**src/rtl/dmem_responder.sv**
```systemverilog
`default_nettype none
// ============================================================================
// Module   : dmem_responder
// Function : Target end of the CPU's 8-bit load/store data interface.
//            It accepts one request at a time, inserts WAIT_CYCLES wait states
//            and returns the result on a valid/ready response channel.
//            Defining DMEM_ERR_EN flags out-of-range addresses instead of
//            wrapping them.
// Revision : 1.0  initial release
// ============================================================================
module dmem_responder #(
  parameter int DEPTH       = 64,
  parameter int WAIT_CYCLES = 2
) (
  input  logic       clk,
  input  logic       rst,
  input  logic       req_valid,
  output logic       req_ready,
  input  logic       req_we,
  input  logic [7:0] req_addr,
  input  logic [7:0] req_wdata,
  output logic       resp_valid,
  input  logic       resp_ready,
  output logic [7:0] resp_rdata,
  output logic       resp_err
);

  localparam int AW        = (DEPTH > 1) ? $clog2(DEPTH) : 1;
  localparam bit ZERO_WAIT = (WAIT_CYCLES == 0);

  typedef enum logic [1:0] {
    S_IDLE = 2'd0,
    S_WAIT = 2'd1,
    S_RESP = 2'd2
  } state_t;

  state_t      state;
  logic [3:0]  cnt;
  logic        lat_we;
  logic [7:0]  lat_addr;
  logic [7:0]  lat_wdata;
  logic [7:0]  mem [DEPTH];

  logic          accept;
  logic          commit;
  logic          c_we;
  logic [7:0]    c_addr;
  logic [7:0]    c_wdata;
  logic [AW-1:0] c_idx;
  logic          c_err;
  logic          unused_addr;

  assign accept = req_valid && req_ready && (state == S_IDLE);

  // With no wait states the commit happens on the acceptance edge itself,
  // so the live request inputs are used instead of the latched copy.
  assign commit  = ZERO_WAIT ? accept : ((state == S_WAIT) && (cnt == 4'd0));
  assign c_we    = ZERO_WAIT ? req_we    : lat_we;
  assign c_addr  = ZERO_WAIT ? req_addr  : lat_addr;
  assign c_wdata = ZERO_WAIT ? req_wdata : lat_wdata;
  assign c_idx   = c_addr[AW-1:0];

`ifdef DMEM_ERR_EN
  assign c_err = ({1'b0, c_addr} >= 9'(DEPTH));
`else
  assign c_err = 1'b0;
`endif

  // Upper address bits only feed the error compare; parity keeps them referenced.
  assign unused_addr = ^c_addr;

  always_ff @(posedge clk or negedge rst) begin
    if (!rst) begin
      state      <= S_IDLE;
      cnt        <= 4'd0;
      lat_we     <= 1'b0;
      lat_addr   <= 8'd0;
      lat_wdata  <= 8'd0;
      req_ready  <= 1'b0;
      resp_valid <= 1'b0;
      resp_rdata <= 8'd0;
      resp_err   <= 1'b0;
    end else begin
      case (state)
        S_IDLE: begin
          req_ready <= 1'b1;
          if (accept) begin
            lat_we    <= req_we;
            lat_addr  <= req_addr;
            lat_wdata <= req_wdata;
            req_ready <= 1'b0;
            if (ZERO_WAIT) begin
              state      <= S_RESP;
              resp_valid <= 1'b1;
            end else begin
              cnt   <= 4'(WAIT_CYCLES - 1);
              state <= S_WAIT;
            end
          end
        end
        S_WAIT: begin
          req_ready <= 1'b0;
          if (cnt == 4'd0) begin
            state      <= S_RESP;
            resp_valid <= 1'b1;
          end else begin
            cnt <= cnt - 4'd1;
          end
        end
        S_RESP: begin
          if (resp_ready) begin
            state      <= S_IDLE;
            resp_valid <= 1'b0;
            req_ready  <= 1'b1;
          end
        end
        default: begin
          state      <= S_IDLE;
          resp_valid <= 1'b0;
          req_ready  <= 1'b0;
        end
      endcase

      if (commit) begin
        resp_err   <= c_err;
        resp_rdata <= (c_we || c_err) ? 8'd0 : mem[c_idx];
      end
    end
  end

  always_ff @(posedge clk or negedge rst) begin
    if (!rst) begin
      for (int i = 0; i < DEPTH; i++) begin
        mem[i] <= 8'd0;
      end
    end else if (commit && c_we && !c_err) begin
      mem[c_idx] <= c_wdata;
    end
  end

endmodule
`default_nettype wire

```
**config.mk**
```make
export PLATFORM = sky130hd
export DESIGN_NAME = dmem_responder
export DESIGN_NICKNAME = d
export VERILOG_FILES = /design/src/rtl/dmem_responder.sv
export SDC_FILE = /design/constraint.sdc
export NUM_CORES = 1
export LEC_CHECK = 0
export ABC_AREA = 1
export ABC_CLOCK_PERIOD_IN_PS = 2760
export BUFFER_PORTS_ARGS = -buffer_cell sky130_fd_sc_hd__buf_2
export CAP_MARGIN = 10
export CELL_PAD_IN_SITES_DETAIL_PLACEMENT = 1
export CELL_PAD_IN_SITES_GLOBAL_PLACEMENT = 1
export CORE_ASPECT_RATIO = 1.1
export CORE_UTILIZATION = 40
export CTS_BUF_LIST = sky130_fd_sc_hd__clkbuf_2
export CTS_CLUSTER_DIAMETER = 40
export DETAILED_ROUTE_END_ITERATION = 12
export PLACE_DENSITY = 0.78
export REMOVE_ABC_BUFFERS = 1
export SLEW_MARGIN = 15
export SYNTH_ARGS = -nofsm -noshare
export SYNTH_HDL_FRONTEND = slang
export SYNTH_SLANG_ARGS = --single-unit
```
**constraint.sdc**
```tcl
create_clock -name clk -period 2.76 [get_ports clk]
set_input_delay 0.276 -clock clk [delete_from_list [all_inputs] [get_ports clk]]
set_output_delay 0.276 -clock clk [all_outputs]
set_load 0.005 [all_outputs]
```
* Word-level counts from Yosys, hierarchy flattened
Index checks and enable logic that the tools add are counted.
** Operators by class
- Bitwise logic cells :: 2
- Equality and inequality tests :: 6
- Magnitude comparators :: 2
- Multiplexer cells :: 20
- Reductions and logical operators :: 12
- $add $sub $neg :: 1
** Operators with widths (count)
- $bwmux 512 :: 1
- $bmux 8 s6 :: 1
- $demux 8 s6 :: 1
- $mux 8 :: 4
- $reduce_and 3->1 :: 3
- $mux 4 :: 2
- $pmux 4 s2 :: 1
- $ge 7x7->1 const B :: 1
- $lt 7x1->1 const B :: 1
- $not 6->7 :: 1
- $mux 2 :: 3
- $ne 2x2->1 const B :: 3
- $pmux 2 s3 :: 1
- $logic_and 1x1->1 :: 5
- $logic_not 4->1 :: 1
- $mux 1 :: 4
- $sub 4x1->4 const B :: 1
- $pmux 1 s3 :: 1
- $eq 2x1->1 const B :: 1
- $eq 2x2->1 const B :: 1
- $logic_not 2->1 :: 1
- $ne 2x1->1 const B :: 1
- $pmux 1 s2 :: 1
- $reduce_and 2->1 :: 1
- 2 further kinds :: 2
** Word-level totals
- Output and inout bits :: 11
- Word-level logic and storage cells :: 115
- Input bits :: 21
- Register bits after elaboration :: 543

* Logic depth before layout (Yosys ltp)
- Word-level depth :: 6
- Gate-level depth with buffers :: 16
- Mapped depth without buffers :: 13

* Worst setup path before layout
OpenSTA, ideal clock, no wires.
- Path kind :: flip-flop to flip-flop
- Start point :: reg cnt[0]
- End point :: reg mem[5] in the netlist's numbering
- Library setup time :: 0.134 ns
- Arrival time :: 1.812 ns
- Stages on the path, launching flop included :: 11
- Path slack :: 0.813 ns
- Path buffers :: 1
- Clock period less this slack :: 1.947 ns
- Data required time :: 2.626 ns
- Cells stage by stage :: dfrtp_1 -> inv_1 -> ha_1 -> nand3_1 -> nor2_4 -> nand2_4 -> nor4_4 -> nand2_1 -> buf_2 -> nand2_1 -> o21ai_0
** Between the ends
- Cells in the longest elaborated chain, start to end :: 3
** Ends and longest elaborated chain
- start, declared :: line 38 : logic [3:0] cnt;
- start signal, assigned :: line 96 : cnt <= 4'(WAIT_CYCLES - 1);
- start signal, assigned :: line 107 : cnt <= cnt - 4'd1;
- $logic_not 4->1 :: line 57 : assign commit = ZERO_WAIT ? accept : ((state == S_WAIT) && (cnt == 4'd0));
- $logic_and 1x1->1 :: line 57
- $logic_and 1x1->1 :: line 136 : end else if (commit && c_we && !c_err) begin
- end signal, assigned by index :: line 137 : mem[c_idx] <= c_wdata;
- end, declared :: line 42 : logic [7:0] mem [DEPTH];
No other way between the ends.
A chain may end at the register's enable or synchronous reset.

* Worst setup path after layout
- Start point :: reg cnt[0]
- End point :: reg mem[169] in the netlist's numbering
Same word-level chain as after synthesis.

==> impl_metrics.py <==
metrics = {
    "global_route": {
        "grt_use_total": 0.2779,
        "gr-total-overflow": 0,
        "antenna_found_initial": 3,
        "grt_pass1_vias": 25690,
        "grt_pass1_wl_um": 141000,
        "grt_max_degree": 114,
    },
    "setup_path": {
        "crit_type": "reg -> reg",
        "cp-start-kind": "flip-flop",
        "endpoint_kind": "flip-flop",
        "crit_end": "mem[169]$_DFFE_PN0P_",
        "worst-r2r-cell-count": 8,
        "cp_max_fo": 16,
        "cp.arrival_ns": 3.87,
        "r2r_setup_slack_ns": 0.1,
        "r2r_end": "mem[169]$_DFFE_PN0P_",
        "required_ns": 3.97,
        "startpoint": "cnt[0]$_DFFE_PN0P_",
        "timing.rr.start": "cnt[0]$_DFFE_PN0P_",
    },
    "clock_tree": {
        "post-cts-setup-buffers": 0,
        "cts_tree": "built",
        "clock_path_buffers": 3,
        "cts-root-buf": "clkbuf_2",
        "clkTransAtPathRegs_ns": 0.10,
        "insertion_delay_ns": 1.41,
        "cts_sinks": 543,
        "cts_made_buffers": 149,
        "h-tree-depth": 4,
    },
    "sta": {
        "tightest_slew_ns": 0.9244,
        "fmax_ghz": 0.3759,
        "finalClockSkew_ns": 0.1546,
        "hold_viol": 0,
        "rsz0062_at_grt": "true",
        "final.setup.tns_ns": 0,
        "drv_slew": 0,
        "relSlewSlack": 0.3837,
        "finalCriticalPeriod_ns": 2.661,
        "setup_viol": 0,
        "min_period_over_period": 0.9640,
    },
    "run_status": {
        "status": "finished, final reports clean",
    },
    "placement": {
        "portBuffers": 28,
        "place_congestion": 0.8926,
        "dpl.hpwl_um": 53190,
        "place_inst": 4209,
    },
    "run": {
        "cap_violations": 0,
    },
    "detailed_routing": {
        "drt_iter0_drc": 1584,
        "vias_per_cell": 5.241,
        "wl_per_cell_um": 19.24,
        "routed_wl_um": 87320,
        "firstDrtPassIters": 5,
        "route.detailed.drc": 0,
        "postRouteAntennaNets": 0,
        "vias": 23780,
    },
    "pwr": {
        "power.total_uw": 22760,
        "p_leak_uw": 0.01504,
        "ir_drop_mv": 0.4984,
        "power_per_cell_area_mw_per_mm2": 784.3,
    },
    "finish": {
        "nFillCells": 8010,
        "seq_area_mm2": 0.01360,
        "final_common_cell": "nand2_1",
        "nNetsFinal": 3619,
        "layoutNonFillerInstCount": 4538,
        "multi_input_area_mm2": 0.01080,
        "drive_gt1_frac": 0.1162,
        "area_growth_pct": 13.91,
        "final_cell_mix": "nand2_1, o21ai_0, dfrtp_1",
    },
    "die": {
        "die_h_um": 266.7,
        "rows": 96,
        "initial_core_util": 0.4063,
        "core-area_mm2": 0.06270,
        "die_area_mm2": 0.06471,
        "io_pins": 32,
        "fp.dieW_um": 242.6,
    },
    "yosys": {
        "seq_area_frac_synth": 0.5333,
        "syn_avg_cell_area_um2": 7.398,
        "synth_top_cell_by_area": "dfrtp_1",
        "ys_ff_latch": 543,
        "synthCells": 3444,
        "netlist.area_leader.share": 0.5333,
        "synth_area_mm2": 0.02548,
        "synth_cell_types": 23,
        "synth_warnings": 0,
        "yosys-top-cells-area": "dfrtp_1, nand2_1, o21ai_0, clkbuf_1, buf_2",
    },
    "hold_path": {
        "min_path_type": "in -> reg",
        "whs_path_depth": 4,
    },
}
## kinds of logic after synthesis
kind of cell	synth area share
AO/OA/AOI/OAI	0.1082
buffers and inverters	0.04312
flip-flops	0.5333
AND/OR/NAND/NOR	0.3142
adder cells (fa/ha/maj)	0.0009820
other	0.0001472
## power breakdown
group	total, uW	internal (uW)	switching, uW
logic	7720	1860	5860
clock network	5830	2250	3570
registers	9210	8630	585
## critical path: stages, from the launching register on
cell	delay, ns
dfrtp_1	0.37
inv_1	0.13
ha_1	0.18
nand3_1	0.18
nor2_4	0.20
nand2_4	0.19
nor4_4	0.46
nand2_1	0.47
o21ai_0	0.34
## state kept, by name, indices dropped and copies added, names as in the netlist, 2 cells and up
signal	cells
cnt	4
c_addr	6
resp_rdata	8
mem	512
state	2
c_wdata	8
## final cells by class
class | count | share of cell area
Inverter | 41 | 0.005562
Clock buffer | 225 | 0.03880
Clock inverter | 31 | 0.005906
Timing Repair Buffer | 227 | 0.07269
Sequential cell | 543 | 0.4686
Multi-Input combinational cell | 2634 | 0.3722
Antenna cell | 4 | 0.0003449
Tap cell | 833 | 0.03591
## cell usage after synthesis, drive strengths merged
| cell | instances |
|---|---|
| o211ai | 6 |
| buf | 75 |
| or2 | 5 |
| clkinv | 3 |
| dfrtp | 543 |
| nor2 | 44 |
| inv | 38 |
| nand3 | 16 |
| nor4 | 8 |
| clkbuf | 151 |
| nor3 | 11 |
| o21ai | 540 |
| conb | 1 |
| nand2 | 1999 |
| a21oi | 2 |
| ha | 2 |
## worst min path at each step
| stage | startpoint | end | slack, ns |
|---|---|---|---|
| after floorplan | rst | c_addr[0]$_DFFE_PN0P_ | -0.02 |
| after global placement | rst | mem[275]$_DFFE_PN0P_ | 0.35 |
| after global routing | resp_ready | state[1]$_DFFE_PN0P_ | 0.23 |
| final | resp_ready | state[1]$_DFFE_PN0P_ | 0.32 |
| after CTS | resp_ready | state[1]$_DFFE_PN0P_ | 0.13 |
| after detailed placement | rst | mem[283]$_DFFE_PN0P_ | 0.35 |
## timing repair
action                                  CTS  global route
endpoints found under the setup margin    0            53
hold endpoints to repair                566             0
hold buffers                             69             0
gates resized for setup                   0             2
## through the flow
stage / instance area (um2) / worst slack, ns / utilization / hold slack (ns)
after detailed placement: 27000 / 0.2058 / 0.4306 / 0.3461
after CTS: 29000 / 0.1513 / 0.4626 / 0.1278
after global placement: 27000 / 0.3472 / 0.4306 / 0.3464
after global routing: 29020 / -0.1232 / 0.4629 / 0.2347
final: 29020 / 0.09950 / 0.4629 / 0.3245
after floorplan: 24530 / -6.712 / - / -0.01959
## routing by layer
layer / global-route usage / part of all wire
met1: 0.3431 / 0.42
met2: 0.4728 / 0.49
met3: 0.05128 / 0.047
met4: 0.1266 / 0.036
met5: 0 / 0
Note: power is estimated with default switching activity, not from simulation.
